**config.mk**
```make
export PLATFORM = sky130hd
export DESIGN_NAME = mips32_mem_dumper_flat
export DESIGN_NICKNAME = d
export VERILOG_FILES = /design/src/rtl/mips32_mem_dumper_pkg.sv /design/src/rtl/mips32_mem_dumper_if.sv /design/src/rtl/mips32_mem_dumper_word_serializer.sv /design/src/rtl/mips32_mem_dumper.sv /design/src/flat_wrapper.sv
export SDC_FILE = /design/constraint.sdc
export NUM_CORES = 1
export LEC_CHECK = 0
export BUFFER_PORTS_ARGS = -buffer_cell sky130_fd_sc_hd__buf_2
export CORE_MARGIN = 4
export CORE_UTILIZATION = 31
export CTS_CLUSTER_DIAMETER = 30
export DETAILED_ROUTE_END_ITERATION = 6
export MAX_ROUTING_LAYER = met4
export PLACE_DENSITY = 0.62
export SYNTH_ARGS = -nofsm -noshare
export SYNTH_HDL_FRONTEND = slang
export SYNTH_HIERARCHICAL = 1
export SYNTH_SLANG_ARGS = --single-unit
```
**constraint.sdc**
```tcl
create_clock -name clk -period 2.45 [get_ports clk]
set_input_delay 0.245 -clock clk [delete_from_list [all_inputs] [get_ports clk]]
set_output_delay 0.245 -clock clk [all_outputs]
set_load 0.05 [all_outputs]
```
**src/rtl/mips32_mem_dumper_pkg.sv**
```systemverilog
// Shared types and constants for the mips32 memory dumper: state encodings, widths, byte-lane select.
// Pure definitions: no latency and no backpressure of its own.
package mips32_mem_dumper_pkg;

    localparam int DEF_ADDR_WIDTH = 8;
    localparam int DEF_CNT_WIDTH  = 9;
    localparam int BYTES_PER_WORD = 4;

    typedef enum logic [2:0] {
        ST_IDLE  = 3'd0,
        ST_FETCH = 3'd1,
        ST_SEND  = 3'd2,
        ST_CSUM  = 3'd3,
        ST_DONE  = 3'd4
    } dump_state_t;

    // Byte lane 0 is the most significant byte of the word.
    function automatic logic [7:0] msb_first_byte(input logic [31:0] word, input logic [1:0] idx);
        logic [7:0] sel;
        case (idx)
            2'd0:    sel = word[31:24];
            2'd1:    sel = word[23:16];
            2'd2:    sel = word[15:8];
            default: sel = word[7:0];
        endcase
        return sel;
    endfunction

endpackage

```
**src/rtl/mips32_mem_dumper_if.sv**
```systemverilog
// Control, memory read port and byte stream of the dumper; master = dumper, slave = memory/sink side.
// Pure wiring: zero latency; the byte stream is valid/ready.
interface mips32_mem_dumper_if #(
    parameter int ADDR_WIDTH = mips32_mem_dumper_pkg::DEF_ADDR_WIDTH,
    parameter int CNT_WIDTH  = mips32_mem_dumper_pkg::DEF_CNT_WIDTH
) ();
    logic                  i_start;
    logic [ADDR_WIDTH-1:0] i_base_addr;
    logic [CNT_WIDTH-1:0]  i_word_count;
    logic [ADDR_WIDTH-1:0] o_mem_addr;
    logic [31:0]           i_mem_rd_data;
    logic [7:0]            o_tx_data;
    logic                  o_tx_valid;
    logic                  i_tx_ready;
    logic                  o_busy;
    logic                  o_done;

    modport master (
        input  i_start, i_base_addr, i_word_count, i_mem_rd_data, i_tx_ready,
        output o_mem_addr, o_tx_data, o_tx_valid, o_busy, o_done
    );

    modport slave (
        output i_start, i_base_addr, i_word_count, i_mem_rd_data, i_tx_ready,
        input  o_mem_addr, o_tx_data, o_tx_valid, o_busy, o_done
    );
endinterface

```
**src/rtl/mips32_mem_dumper_word_serializer.sv**
```systemverilog
// Holds one fetched word and presents it a byte at a time, MSB first; load takes effect next cycle.
// The byte index only moves on i_advance, so the presented byte is stable under backpressure.
module mips32_word_serializer
    import mips32_mem_dumper_pkg::*;
(
    input  logic        clk,
    input  logic        rst,
    input  logic        i_clear,
    input  logic        i_load,
    input  logic [31:0] i_word,
    input  logic        i_advance,
    output logic [7:0]  o_byte,
    output logic        o_last_byte
);
    logic [31:0] r_word;
    logic [1:0]  r_byte_idx;

    always_ff @(posedge clk or posedge rst) begin
        if (rst) begin
            r_word     <= '0;
            r_byte_idx <= '0;
        end else if (i_clear) begin
            r_byte_idx <= '0;
        end else if (i_load) begin
            r_word     <= i_word;
            r_byte_idx <= '0;
        end else if (i_advance) begin
            r_byte_idx <= r_byte_idx + 2'd1;
        end
    end

    assign o_byte      = msb_first_byte(r_word, r_byte_idx);
    assign o_last_byte = (r_byte_idx == 2'(BYTES_PER_WORD - 1));
endmodule

```
**src/rtl/mips32_mem_dumper.sv**
```systemverilog
// Walks word_count memory words from base_addr and streams them MSB first; 1 FETCH + 4 SEND cycles per word.
// Each stalled tx_ready cycle adds one cycle; optional XOR trailer byte under MIPS32_DUMP_CHECKSUM_EN.
module mips32_mem_dumper
    import mips32_mem_dumper_pkg::*;
#(
    parameter int ADDR_WIDTH = DEF_ADDR_WIDTH,
    parameter int CNT_WIDTH  = DEF_CNT_WIDTH
) (
    input  logic                  clk,
    input  logic                  rst,
    mips32_mem_dumper_if.master   bus
);
`ifdef MIPS32_DUMP_CHECKSUM_EN
    localparam dump_state_t ST_TAIL = ST_CSUM;
    logic [7:0] r_csum;
`else
    localparam dump_state_t ST_TAIL = ST_DONE;
`endif

    dump_state_t           r_state;
    dump_state_t           w_state_nxt;
    logic [ADDR_WIDTH-1:0] r_mem_addr;
    logic [CNT_WIDTH-1:0]  r_count;
    logic [CNT_WIDTH-1:0]  r_word_idx;
    logic                  w_start_acc;
    logic                  w_more_words;
    logic                  w_xfer;
    logic                  w_advance;
    logic                  w_last_byte;
    logic [7:0]            w_ser_byte;
    logic                  w_tx_valid;
    logic [7:0]            w_tx_data;

    assign w_start_acc  = (r_state == ST_IDLE) && bus.i_start;
    assign w_more_words = (r_word_idx + CNT_WIDTH'(1)) < r_count;
    assign w_xfer       = w_tx_valid && bus.i_tx_ready;
    assign w_advance    = (r_state == ST_SEND) && w_xfer;

    mips32_word_serializer u_ser (
        .clk         (clk),
        .rst         (rst),
        .i_clear     (w_start_acc),
        .i_load      (r_state == ST_FETCH),
        .i_word      (bus.i_mem_rd_data),
        .i_advance   (w_advance),
        .o_byte      (w_ser_byte),
        .o_last_byte (w_last_byte)
    );

    always_ff @(posedge clk or posedge rst) begin
        if (rst) begin
            r_state <= ST_IDLE;
        end else begin
            r_state <= w_state_nxt;
        end
    end

    always_comb begin
        w_state_nxt = r_state;
        w_tx_valid  = 1'b0;
        w_tx_data   = 8'h00;
        case (r_state)
            ST_IDLE: begin
                if (bus.i_start) begin
                    w_state_nxt = (bus.i_word_count == '0) ? ST_TAIL : ST_FETCH;
                end
            end
            ST_FETCH: w_state_nxt = ST_SEND;
            ST_SEND: begin
                w_tx_valid = 1'b1;
                w_tx_data  = w_ser_byte;
                if (w_xfer && w_last_byte) begin
                    w_state_nxt = w_more_words ? ST_FETCH : ST_TAIL;
                end
            end
`ifdef MIPS32_DUMP_CHECKSUM_EN
            ST_CSUM: begin
                w_tx_valid = 1'b1;
                w_tx_data  = r_csum;
                if (bus.i_tx_ready) begin
                    w_state_nxt = ST_DONE;
                end
            end
`endif
            ST_DONE: w_state_nxt = ST_IDLE;
            default: w_state_nxt = ST_IDLE;
        endcase
    end

    // mem_addr only moves on entry to FETCH, so it holds its value everywhere else.
    always_ff @(posedge clk or posedge rst) begin
        if (rst) begin
            r_mem_addr <= '0;
            r_count    <= '0;
            r_word_idx <= '0;
        end else if (w_start_acc) begin
            r_count    <= bus.i_word_count;
            r_word_idx <= '0;
            if (bus.i_word_count != '0) begin
                r_mem_addr <= bus.i_base_addr;
            end
        end else if (w_advance && w_last_byte && w_more_words) begin
            r_mem_addr <= r_mem_addr + ADDR_WIDTH'(1);
            r_word_idx <= r_word_idx + CNT_WIDTH'(1);
        end
    end

`ifdef MIPS32_DUMP_CHECKSUM_EN
    always_ff @(posedge clk or posedge rst) begin
        if (rst) begin
            r_csum <= 8'h00;
        end else if (w_start_acc) begin
            r_csum <= 8'h00;
        end else if (w_advance) begin
            r_csum <= r_csum ^ w_ser_byte;
        end
    end
`endif

    assign bus.o_mem_addr = r_mem_addr;
    assign bus.o_tx_valid = w_tx_valid;
    assign bus.o_tx_data  = w_tx_data;
    assign bus.o_busy     = (r_state != ST_IDLE);
    assign bus.o_done     = (r_state == ST_DONE);
endmodule

```
**src/flat_wrapper.sv**
```systemverilog
// flat-port wrapper written by rule: the top's interface ports become plain ports
module mips32_mem_dumper_flat import mips32_mem_dumper_pkg::*;
#(
    parameter int ADDR_WIDTH = DEF_ADDR_WIDTH,
    parameter int CNT_WIDTH  = DEF_CNT_WIDTH
)
  (clk, rst, bus_i_start, bus_i_base_addr, bus_i_word_count, bus_i_mem_rd_data, bus_i_tx_ready, bus_o_mem_addr, bus_o_tx_data, bus_o_tx_valid, bus_o_busy, bus_o_done);
  mips32_mem_dumper_if #(.ADDR_WIDTH(ADDR_WIDTH), .CNT_WIDTH(CNT_WIDTH)) bus_i ();
  input  logic clk;
  input  logic rst;
  input wire logic [$bits(bus_i.i_start)-1:0] bus_i_start;
  input wire logic [$bits(bus_i.i_base_addr)-1:0] bus_i_base_addr;
  input wire logic [$bits(bus_i.i_word_count)-1:0] bus_i_word_count;
  input wire logic [$bits(bus_i.i_mem_rd_data)-1:0] bus_i_mem_rd_data;
  input wire logic [$bits(bus_i.i_tx_ready)-1:0] bus_i_tx_ready;
  output wire logic [$bits(bus_i.o_mem_addr)-1:0] bus_o_mem_addr;
  output wire logic [$bits(bus_i.o_tx_data)-1:0] bus_o_tx_data;
  output wire logic [$bits(bus_i.o_tx_valid)-1:0] bus_o_tx_valid;
  output wire logic [$bits(bus_i.o_busy)-1:0] bus_o_busy;
  output wire logic [$bits(bus_i.o_done)-1:0] bus_o_done;
  assign bus_i.i_start = bus_i_start;
  assign bus_i.i_base_addr = bus_i_base_addr;
  assign bus_i.i_word_count = bus_i_word_count;
  assign bus_i.i_mem_rd_data = bus_i_mem_rd_data;
  assign bus_i.i_tx_ready = bus_i_tx_ready;
  assign bus_o_mem_addr = bus_i.o_mem_addr;
  assign bus_o_tx_data = bus_i.o_tx_data;
  assign bus_o_tx_valid = bus_i.o_tx_valid;
  assign bus_o_busy = bus_i.o_busy;
  assign bus_o_done = bus_i.o_done;
  mips32_mem_dumper #(.ADDR_WIDTH(ADDR_WIDTH), .CNT_WIDTH(CNT_WIDTH)) u_core (.clk(clk), .rst(rst), .bus(bus_i));
endmodule
```
==> metrics.cfg <==
[logic_synthesis]
synth.top_cell.area_share_pct=45.0
ys.flop_type=dfrtp_1
synth_edf_count=0
ys_ff_latch=63
synth_largest_area_cell=dfrtp_1
synth_area_sq_um=3500
avgSynthCellArea_sq_um=10.9
syn_inst=321
ys_types=50
ys_async_sr_fraction_pct=100
yosys_warnings=6
syn_nets=388
synth.area.top_cells=dfrtp_1, mux2_4, ha_1
yosysSeqAreaShare_pct=45.0

[clock_network]
clk_pin_slew_worst_paths_ns=0.06
htreeDepth=3
cts_hold_buf=0
cts_root_buf=clkbuf_16
cts_buffers=9
clock_sinks=63
cts_tree=built
clock_path_buffers=2
clock_latency_ns=0.32

[pwr]
fin_total_pwr_w=0.00562
ir_worst_vdd_uv=659
p_leak_nw=2.17
p_per_area_nw_per_um2=1220

[global_routing]
grt_pass1_vias=2943
grt_max_degree=35
antenna_found_initial=0
track_usage_pct=14.4
overflow=0
grt_pass1_wl_mm=14.6

[timing]
rsz0062_at_grt=true
worst_pin_slew_ns=0.704
setup_viol=5
slew_violations=0
hold_viol_final=7
skew_ns=0.00900
min_period_ns=2.50
setup_ws_ns=-0.0465
slew_headroom_pct=52.6
fin_crit_sh_pct=102
fmax_ghz=0.401
fin_tns_setup_ns=-0.0981
whs_ns=-0.00824

[die]
pin_count=72
dieHeight_um=114
core-area_sq_um=10900
initial_core_util_pct=32.0
rows=38
die_area_sq_um=13100
fp.dieW_um=114

[cells_and_area]
nNetsFinal=482
finalCoreUtilization_pct=42.0
n_fill_cell=1072
layout-drive-gt1-share_pct=41.4
final_cell_mix=buf_2, dfrtp_1, nand2_1
diodes=0
area_growth_pct=31.2
final_common_cell=buf_2

[placement]
io_buffers=71
dp.final_hpwl_mm=6.52
dp_slack_ns=-0.0719
place_congestion=0.906

[critical_path]
arrival_ns=2.71
cp_max_fo=5
cp_cell_sequence=ha_4 -> nand4_1 -> xnor2_2 -> ha_4 -> nand4_1 -> nor2_2 -> a211oi_4 -> a21oi_2 -> inv_2 -> buf_6 -> o221a_4
cpPeakStageDelay_ns=0.40
slowest_stage=dfrtp_1
crit_buf_inv=2
crit_path_start_kind=flop
path_class=reg -> reg
crit_path_end_kind=flop
worstPathRequired_ns=2.66
crit_family=simple AND/OR/NAND/NOR gates
crit_start=u_core/r_word_idx[0]$_DFFE_PP0P_
worst_r2r_startpoint=u_core/r_word_idx[0]$_DFFE_PP0P_

[drt]
dr_wl_met3_um=519
via_per_inst=4.91
ant_nets=0
first_pass_iters=7
met1_length_mm=4.05
wl_per_cell_um=15.9
vias=2751
drt_iter0_markers=189
drcViolationCount=0
wl_mm=8.91
highest_layer=met4
wl_met2_mm=4.22

[hold_path]
hold_class=in -> async

[flow_run]
drv_cap=0

[status]
violations=hold timing, setup timing
status=finished, violations left

[logic make-up (layout without fill, tap and decap cells)]
group | count (synthesis) | count (layout) | synth area share, %
mux | 42 | 42 | 16.4
flops | 63 | 63 | 45.0
compound gates | 54 | 54 | 11.5
fa+ha+maj | 14 | 14 | 5.00
simple gates | 101 | 101 | 14.4
buf+inv | 40 | 139 | 5.93
xor+xnor | 7 | 7 | 1.75
[per-stage QoR]
step                      instance area [sq um]  cells
final                                      4590    560
after floorplan                            3500    321
after global routing                       4590    560
after global placement                     4100    538
after CTS                                  4420    555
after detailed placement                   4100    538
[registers in the layout, indices dropped and copies added (netlist names)]
name / flops
u_core/r_state: 3
u_core/r_count: 9
u_core/bus.o_mem_addr: 8
u_core/r_word_idx: 9
u_core/u_ser/r_byte_idx: 2
u_core/u_ser/r_word: 32
[routing by layer]
metal  global-route usage [%]  vias up
met5                        -        -
met4                     4.28        0
met3                     3.22       14
met2                     23.2       97
met1                     18.0     1312
li1                         -     1328
[power breakdown]
part	internal [W]	total (W)	switching, W
Clock	0.000798	0.00130	0.000503
Combinational	0.00112	0.00252	0.00140
Sequential	0.00148	0.00179	0.000317
[final cells by class]
class | count | area, sq um | area share (%)
Multi-Input combinational cell | 218 | 1840 | 40.2
Sequential cell | 63 | 1580 | 34.3
Inverter | 24 | 90.1 | 1.96
Tap cell | 140 | 175 | 3.81
Clock buffer | 9 | 225 | 4.90
Clock inverter | 7 | 80.1 | 1.74
Timing Repair Buffer | 99 | 602 | 13.1
[worst paths after layout]
check,endpoint,slack (ns),cells past startpoint
max in group asynchronous,u_core/u_ser/r_word[23]$_DFFE_PP0P_,2.12,3
worst min-delay path,u_core/bus.o_mem_addr[2]$_DFFE_PP0P_,-0.008,3
worst min register to register,u_core/r_count[0]$_DFFE_PP0P_,0.50,2
worst max-delay path,u_core/bus.o_mem_addr[0]$_DFFE_PP0P_,-0.05,11
worst max register to register,u_core/bus.o_mem_addr[0]$_DFFE_PP0P_,-0.05,11
min in group clk,u_core/r_count[5]$_DFFE_PP0P_,0.14,3
[worst min-delay path, cell delays in order]
cell and delay [ns]:
buf_2 0.10, inv_1 0.04, buf_4 0.34
[Yosys cell counts, drive strengths merged (2+ instances only)]
cell type  count
and4           2
nor2           7
inv           23
mux2i          9
xnor2          6
a21oi          9
nand3         18
a211oi         2
nor4           2
nor3b          4
a222oi         8
ha            14
buf            9
dfrtp         63
o21ai         18
and2          12
clkbuf         7
nor3           6
nand4          4
nand2b         2
nand2         38
o211ai         5
o221ai         3
mux2          33
[what timing repair did]
item,in CTS,in global routing
setup buffers,1,5
pin swaps,6,21
setup endpoints to repair,16,19
gates resized for setup,5,27
Note: power is estimated with default switching activity, not from simulation.
